$ cat config.mk
export PLATFORM = sky130hd
export DESIGN_NAME = crc_stream_engine_flat
export DESIGN_NICKNAME = d
export VERILOG_FILES = /design/src/rtl/crc_pkg.sv /design/src/rtl/crc_stream_engine_if.sv /design/src/rtl/crc_fold_step.sv /design/src/rtl/crc_stream_engine.sv /design/src/flat_wrapper.sv
export SDC_FILE = /design/constraint.sdc
export NUM_CORES = 1
export LEC_CHECK = 0
export ABC_AREA = 1
export ABC_CLOCK_PERIOD_IN_PS = 2000
export BUFFER_PORTS_ARGS = -buffer_cell sky130_fd_sc_hd__buf_2
export CORE_MARGIN = 8
export CORE_UTILIZATION = 54
export CTS_BUF_LIST = sky130_fd_sc_hd__clkbuf_4 sky130_fd_sc_hd__clkbuf_8
export CTS_CLUSTER_SIZE = 20
export DETAILED_ROUTE_END_ITERATION = 6
export MAX_ROUTING_LAYER = met4
export PLACE_DENSITY = 0.79
export SLEW_MARGIN = 20
export SYNTH_ARGS = -nofsm -noshare
export SYNTH_HDL_FRONTEND = slang
export SYNTH_SLANG_ARGS = --single-unit
$ cat constraint.sdc
create_clock -name clk -period 2 [get_ports clk]
set_input_delay 0.4 -clock clk [delete_from_list [all_inputs] [get_ports clk]]
set_output_delay 0.4 -clock clk [all_outputs]
set_load 0.05 [all_outputs]
$ cat src/rtl/crc_pkg.sv
// Shared types for the streaming CRC engine: FSM state, named CRC presets, bit reversal.
package crc_pkg;

  typedef enum logic [1:0] {
    IDLE  = 2'd0,
    ACCUM = 2'd1,
    HOLD  = 2'd2
  } state_t;

  typedef struct packed {
    logic [31:0] poly;
    logic [31:0] init;
    logic        refin;
    logic        refout;
    logic [31:0] xorout;
  } crc_preset_t;

  localparam crc_preset_t CRC8 = '{
    poly: 32'h0000_0007, init: 32'h0000_0000,
    refin: 1'b0, refout: 1'b0, xorout: 32'h0000_0000
  };

  localparam crc_preset_t CRC16_CCITT_FALSE = '{
    poly: 32'h0000_1021, init: 32'h0000_FFFF,
    refin: 1'b0, refout: 1'b0, xorout: 32'h0000_0000
  };

  localparam crc_preset_t CRC32 = '{
    poly: 32'h04C1_1DB7, init: 32'hFFFF_FFFF,
    refin: 1'b1, refout: 1'b1, xorout: 32'hFFFF_FFFF
  };

  // Reverses the low n bits of x (n in 1..32); bits above n come back zero.
  function automatic logic [31:0] bit_reverse(input logic [31:0] x, input int unsigned n);
    logic [31:0] rev_all;
    rev_all = {<<{x}};
    return rev_all >> (32 - n);
  endfunction

endpackage

$ cat src/rtl/crc_stream_engine_if.sv
// Beat input and result output bundle of crc_stream_engine. CRC_CHECK_EN adds exp_crc/crc_err.
interface crc_stream_engine_if #(
  parameter int CRC_W  = 8,
  parameter int DATA_W = 8
) ();

  // Both ports use strict valid/ready: a transfer happens on a rising clk edge where
  // valid && ready; the source holds valid and its payload stable until that edge and
  // may not make valid depend on ready; the sink may change ready at any time.
  logic              in_valid;
  logic              in_ready;
  logic [DATA_W-1:0] in_data;
  logic              in_sof;
  logic              in_eof;
  logic              crc_valid;
  logic              crc_ready;
  logic [CRC_W-1:0]  crc_out;
  logic              busy;
`ifdef CRC_CHECK_EN
  logic [CRC_W-1:0]  exp_crc;
  logic              crc_err;
`endif

  modport master (
    output in_valid, in_data, in_sof, in_eof, crc_ready,
`ifdef CRC_CHECK_EN
    output exp_crc,
    input  crc_err,
`endif
    input  in_ready, crc_valid, crc_out, busy
  );

  modport slave (
    input  in_valid, in_data, in_sof, in_eof, crc_ready,
`ifdef CRC_CHECK_EN
    input  exp_crc,
    output crc_err,
`endif
    output in_ready, crc_valid, crc_out, busy
  );

endinterface

$ cat src/rtl/crc_fold_step.sv
// Combinational CRC update: folds DATA_W data bits, MSB-first, into the CRC register.
module crc_fold_step
  import crc_pkg::*;
#(
  parameter int          CRC_W      = 8,
  parameter int          DATA_W     = 8,
  parameter logic [31:0] POLY       = 32'h0000_0007,
  parameter bit          REFLECT_IN = 1'b0
) (
  input  logic [CRC_W-1:0]  crc_in,
  input  logic [DATA_W-1:0] data,
  output logic [CRC_W-1:0]  crc_next
);

  localparam logic [CRC_W-1:0] POLY_V = POLY[CRC_W-1:0];

  logic [31:0]       data_rev;
  logic [DATA_W-1:0] data_ord;
  logic [CRC_W-1:0]  acc;
  logic              fb;

  always_comb begin
    data_rev = bit_reverse(32'(data), DATA_W);
    data_ord = REFLECT_IN ? data_rev[DATA_W-1:0] : data;
    acc      = crc_in;
    fb       = 1'b0;
    for (int i = DATA_W - 1; i >= 0; i--) begin
      fb  = acc[CRC_W-1] ^ data_ord[i];
      acc = (acc << 1) ^ (fb ? POLY_V : '0);
    end
    crc_next = acc;
  end

endmodule

$ cat src/rtl/crc_stream_engine.sv
// Streaming CRC engine: framed beats in, one held CRC result per frame out.
// Optional macro CRC_CHECK_EN adds the exp_crc compare and crc_err flag.
module crc_stream_engine
  import crc_pkg::*;
#(
  parameter int          CRC_W       = 8,
  parameter int          DATA_W      = 8,
  parameter logic [31:0] POLY        = 32'h0000_0007,
  parameter logic [31:0] INIT        = 32'h0000_0000,
  parameter logic [31:0] XOR_OUT     = 32'h0000_0000,
  parameter bit          REFLECT_IN  = 1'b0,
  parameter bit          REFLECT_OUT = 1'b0
) (
  input  logic                clk,
  input  logic                reset,
  crc_stream_engine_if.slave  bus,
  output state_t              dbg_state
);

  localparam logic [CRC_W-1:0] INIT_V = INIT[CRC_W-1:0];
  localparam logic [CRC_W-1:0] XOR_V  = XOR_OUT[CRC_W-1:0];

  state_t           state;
  logic [CRC_W-1:0] crc_q;
  logic [CRC_W-1:0] fold_base;
  logic [CRC_W-1:0] fold_next;
  logic [CRC_W-1:0] final_crc;
  logic [31:0]      final_rev;
  logic             in_ready_q;
  logic             crc_valid_q;
  logic             busy_q;
  logic [CRC_W-1:0] crc_out_q;
  logic             accept;
`ifdef CRC_CHECK_EN
  logic             crc_err_q;
`endif

  assign accept = bus.in_valid && in_ready_q;

  // An sof beat, or any beat arriving in IDLE, starts a fresh frame from INIT.
  assign fold_base = (state == IDLE || bus.in_sof) ? INIT_V : crc_q;

  crc_fold_step #(
    .CRC_W      (CRC_W),
    .DATA_W     (DATA_W),
    .POLY       (POLY),
    .REFLECT_IN (REFLECT_IN)
  ) u_fold (
    .crc_in   (fold_base),
    .data     (bus.in_data),
    .crc_next (fold_next)
  );

  always_comb begin
    final_rev = bit_reverse(32'(fold_next), CRC_W);
    final_crc = (REFLECT_OUT ? final_rev[CRC_W-1:0] : fold_next) ^ XOR_V;
  end

  always_ff @(posedge clk) begin
    if (!reset) begin
      state       <= IDLE;
      crc_q       <= INIT_V;
      in_ready_q  <= 1'b0;
      crc_valid_q <= 1'b0;
      busy_q      <= 1'b0;
      crc_out_q   <= '0;
`ifdef CRC_CHECK_EN
      crc_err_q   <= 1'b0;
`endif
    end else begin
      case (state)
        IDLE, ACCUM: begin
          in_ready_q <= 1'b1;
          if (accept) begin
            crc_q  <= fold_next;
            busy_q <= 1'b1;
            if (bus.in_eof) begin
              state       <= HOLD;
              in_ready_q  <= 1'b0;
              crc_valid_q <= 1'b1;
              crc_out_q   <= final_crc;
`ifdef CRC_CHECK_EN
              crc_err_q   <= (final_crc != bus.exp_crc);
`endif
            end else begin
              state <= ACCUM;
            end
          end
        end
        HOLD: begin
          // crc_out/crc_err are only written on the eof beat, so they stay put here.
          if (crc_valid_q && bus.crc_ready) begin
            state       <= IDLE;
            crc_q       <= INIT_V;
            crc_valid_q <= 1'b0;
            busy_q      <= 1'b0;
            in_ready_q  <= 1'b1;
          end
        end
        default: begin
          state       <= IDLE;
          crc_q       <= INIT_V;
          crc_valid_q <= 1'b0;
          busy_q      <= 1'b0;
          in_ready_q  <= 1'b0;
        end
      endcase
    end
  end

  assign bus.in_ready  = in_ready_q;
  assign bus.crc_valid = crc_valid_q;
  assign bus.crc_out   = crc_out_q;
  assign bus.busy      = busy_q;
`ifdef CRC_CHECK_EN
  assign bus.crc_err   = crc_err_q;
`endif
  assign dbg_state     = state;

endmodule

$ cat src/flat_wrapper.sv
// flat-port wrapper written by rule: the top's interface ports become plain ports
module crc_stream_engine_flat import crc_pkg::*;
#(
  parameter int          CRC_W       = 8,
  parameter int          DATA_W      = 8,
  parameter logic [31:0] POLY        = 32'h0000_0007,
  parameter logic [31:0] INIT        = 32'h0000_0000,
  parameter logic [31:0] XOR_OUT     = 32'h0000_0000,
  parameter bit          REFLECT_IN  = 1'b0,
  parameter bit          REFLECT_OUT = 1'b0
)
  (clk, reset, dbg_state, bus_in_valid, bus_in_data, bus_in_sof, bus_in_eof, bus_crc_ready, bus_in_ready, bus_crc_valid, bus_crc_out, bus_busy);
  crc_stream_engine_if #(.CRC_W(CRC_W), .DATA_W(DATA_W)) bus_i ();
  input  logic clk;
  input  logic reset;
  output state_t dbg_state;
  input wire logic [$bits(bus_i.in_valid)-1:0] bus_in_valid;
  input wire logic [$bits(bus_i.in_data)-1:0] bus_in_data;
  input wire logic [$bits(bus_i.in_sof)-1:0] bus_in_sof;
  input wire logic [$bits(bus_i.in_eof)-1:0] bus_in_eof;
  input wire logic [$bits(bus_i.crc_ready)-1:0] bus_crc_ready;
  output wire logic [$bits(bus_i.in_ready)-1:0] bus_in_ready;
  output wire logic [$bits(bus_i.crc_valid)-1:0] bus_crc_valid;
  output wire logic [$bits(bus_i.crc_out)-1:0] bus_crc_out;
  output wire logic [$bits(bus_i.busy)-1:0] bus_busy;
  assign bus_i.in_valid = bus_in_valid;
  assign bus_i.in_data = bus_in_data;
  assign bus_i.in_sof = bus_in_sof;
  assign bus_i.in_eof = bus_in_eof;
  assign bus_i.crc_ready = bus_crc_ready;
  assign bus_in_ready = bus_i.in_ready;
  assign bus_crc_valid = bus_i.crc_valid;
  assign bus_crc_out = bus_i.crc_out;
  assign bus_busy = bus_i.busy;
  crc_stream_engine #(.CRC_W(CRC_W), .DATA_W(DATA_W), .POLY(POLY), .INIT(INIT), .XOR_OUT(XOR_OUT), .REFLECT_IN(REFLECT_IN), .REFLECT_OUT(REFLECT_OUT)) u_core (.clk(clk), .reset(reset), .bus(bus_i), .dbg_state(dbg_state));
endmodule
==> results.txt <==
The async set-or-reset flop fraction in the synthesized netlist is 0%. The number of I/O port buffers is 26. The maximum fanout encountered on the critical timing path is 6. The worst-case clock buffer depth is 2. The number of hold buffers added after CTS was 0.

The horizontal die dimension came out at ~64 um. Yosys printed 0 warnings. The instance count of the mapped netlist came out at just under 200. STA classifies the critical path startpoint as a flip-flop. The most frequent cell on the critical path is nand2_1. The flip-flop and latch count after synthesis is 21. The final setup skew is 0.00217 ns. The area of the core is 0.00219 mm2. In this run the register-to-register setup slack is 0.21 ns. Broken down by cell family, the worst path's largest delay share belongs to simple AND/OR/NAND/NOR gates. Counting cells, the worst reg-to-reg path comes to 11. The number of top-level pins came out at 27. The instance count along the most critical hold path came out at 2. The tightest min-delay check is of the primary input to flip-flop type. On the worst path, the slowest cell contributes a delay of 0.41 ns. The maximum number of pins on one net before global-route repair is 18. The remaining global-route overflow came out at 0. Dividing total power by cell area gives a power density of 927 mW/mm2. The post-detailed-route DRC marker count came out at 0.

The post-route standard cell area excluding fillers is between 0.001 and 0.0015 mm2. The wire length per cell is between 10 and 15 um. The worst vdd rail ir drop is 0.000701 V. Clock tree synthesis selected as its root buffer the cell clkbuf_4. Synthesis produced a netlist with a net count of 208.

The number of failing hold endpoints at the final stage came out at 0. The endpoint identified for the worst register-to-register timing path is u_core.bus.crc_out[4]$_SDFFE_PN0P_. The vertical die dimension is between 60 and 70 um. The post-detailed-route via-to-cell ratio is a little over 5. The clock reaches the later pin of the worst-skew pair after 0.30 ns.

The average instance area after synthesis is 6.42 um2. The register area share after synthesis is 33.8%. The count of maximum capacitance violations is 0. The number of standard-cell rows in the floorplan is 17. The final clock period utilization by the worst path came out at 89.4%. The leakage component of the power came out at 0.796 nW. The DRC marker count from the first detailed-route iteration came out at 95.

The count of flip-flops with a built-in enable after synthesis is 0. The post-synthesis cell type count came out at 25. Of the cells placed in the final design, the portion with a size suffix greater than 1 is between 20% and 30%. The worst-case hold path end point is u_core.dbg_state[0]$_SDFFE_PN0N_. The layout-stage area growth over the synthesis result came out at 16.4%. After clock tree synthesis, the setup repair step added 0 buffers. The total count of max-transition violations in the final report came out at 0. The critical path goes through inv_2, a21oi_4, nand2_2, xor2_4, clkinv_2, nand2_1, nand2_1, nand2_1, nand2_1, o21ai_0, inv_1. The via count of the first global-routing pass is 1134. The global placer's final weighted congestion came out at around 0.91. The run finished with clean final reports. TritonCTS built the clock tree. Among all flip-flop cells after synthesis, the most frequent one is dfxtp_1. The footprint of the flip-flops and latches is 422 um2. The overall die area is 0.00410 mm2. For the pin with the worst max-slew slack, the measured transition is 0.510 ns. The worst register-to-register path begins at u_core.dbg_state[1]$_SDFFE_PN0N_. The clock transition time at the flip-flop clock pins of the worst setup and hold paths came out at 0.12 ns. Counting I/O delays and the setup requirement, the final critical path takes 1.79 ns. The total routed wirelength came out at between 2000 and 3000 um.

The startpoint identified for the worst hold timing path is reset. The number of buffers and inverters on the critical path is 3. The final HPWL from detailed placement came out at about 2300 um. The synthesized cell area came out at approximately 0.0012 mm2. Setup total negative slack on the finished layout was measured at 0 ns. The TritonCTS buffer count came out at 3. The largest individual stage delay along the critical path comes from the cell dfxtp_2. The critical path class is flip-flop to flip-flop. The number of clock sinks came out at 21. The required time of the worst setup path came out at 2.21 ns. The number of antenna violations at the first check in global routing came out at 0. The worst setup path is captured at a flip-flop. CTS built an H-tree with a depth of 1. At the worst endpoint, the arrival time is 2.00 ns. Derived from the worst setup path, the maximum achievable clock frequency is 559 MHz. The total global-route track usage came out at 14.4%.

The combined area of the multi-input logic cells came out at approximately 700 um2. The first global-routing pass estimated 4720 um of wire. Setup repair after global routing left no endpoint under its margin. The first TritonRoute pass finished after 4 iterations. The detailed router placed 1269 vias in this run. The placed instances occupy a cell area of 0.00141 mm2. The final layout net count came out at 238.

The count of antenna-violating nets left after detailed routing came out at 0. 0 antenna diodes ended up in the layout. The number of fillers in the final layout came out at 208.

The worst pin sits at a relative slew slack of 65.8%. Once the floorplan was initialized, standard cells occupied 56.8% of the core. The final-report setup violation count came out at 0.
repair_timing:
action | CTS | global route
hold endpoints to repair | 0 | 0
resized for setup | 0 | 1
setup endpoints to repair | 0 | 2
metrics by stage:
stage	hold slack, ns	util, %	setup WS (ns)	instances	total power, mW
6_report	0.383	66.1	0.212	251	1.34
5_1_grt	0.371	66.1	0.00816	251	1.43
4_1_cts	0.379	65.6	0.171	251	1.35
3_5_place_dp	0.469	64.4	0.169	247	1.15
3_3_place_gp	0.451	64.4	0.219	247	1.13
2_1_floorplan	0.457	-	0.00142	194	1.00
layer usage:
metal	track usage (%)	vias up	share of wire, %
met3	3.83	7	6.4
li1	-	659	-
met4	4.18	0	1.2
met2	24.0	38	49
met1	16.6	565	43
met5	-	-	0
placed cells by master (no fill, tap or decap), types with 3 or more instances in the layout:
cell type / n
dfxtp_1: 20
o21ai_0: 9
nand3_1: 16
nand2_1: 70
clkinv_2: 3
nand4_1: 3
buf_2: 26
nand2_2: 6
inv_1: 24
a21oi_1: 10
clkbuf_4: 3
nor2_1: 12
registers in the layout, indices dropped and copies added, names as in the netlist:
register / count
u_core.bus.busy: 1
u_core.bus.crc_valid: 1
u_core.bus.crc_out: 8
u_core.dbg_state: 2
u_core.bus.in_ready: 1
u_core.crc_q: 8
area by class of cell:
class,count,area share [%]
multi-input combinational,141,48.9
sequential,21,29.1
timing repair buffer,28,10.0
inverter,29,7.69
tap,28,2.42
clock buffer,3,1.55
clock inverter,1,0.345
cells in the mapped netlist (2+ instances only):
cell,n,area (um2)
a21oi_1,10,50.1
a21o_1,2,15.0
o21ai_0,9,45.0
dfxtp_1,21,420
inv_2,2,7.51
clkinv_2,2,10.0
nand3_1,16,80.1
nor2_2,2,12.5
xor2_2,3,48.8
inv_1,24,90.1
nand4_1,3,18.8
nor2_1,12,45.0
a21oi_2,2,17.5
nand2_2,6,37.5
nand2_1,70,263
report_power, final:
group / internal (mW) / switching [mW]
combinational: 0.167 / 0.434
sequential: 0.492 / 0.0466
clock: 0.0746 / 0.128
how the worst max path moves through the flow:
stage	from	to	cells past startpoint
after floorplan	u_core.dbg_state[0]$_SDFFE_PN0N_	u_core.bus.crc_out[4]$_SDFFE_PN0P_	11
after global placement	bus_in_sof	u_core.bus.crc_out[5]$_SDFFE_PN0P_	11
after detailed placement	bus_in_sof	u_core.bus.crc_out[4]$_SDFFE_PN0P_	11
after CTS	u_core.dbg_state[1]$_SDFFE_PN0N_	u_core.bus.crc_out[4]$_SDFFE_PN0P_	11
after global routing	u_core.dbg_state[1]$_SDFFE_PN0N_	u_core.bus.crc_out[4]$_SDFFE_PN0P_	11
final	u_core.dbg_state[1]$_SDFFE_PN0N_	u_core.bus.crc_out[4]$_SDFFE_PN0P_	11
kinds of logic after synthesis:
family          count (synthesis)  share of synthesized area (%)
simple gates                  112                           39.0
buf+inv                        32                           10.3
compound gates                 25                           12.4
flops                          21                           33.8
xor+xnor                        4                           4.62
Power figures use the tool's default switching activity.
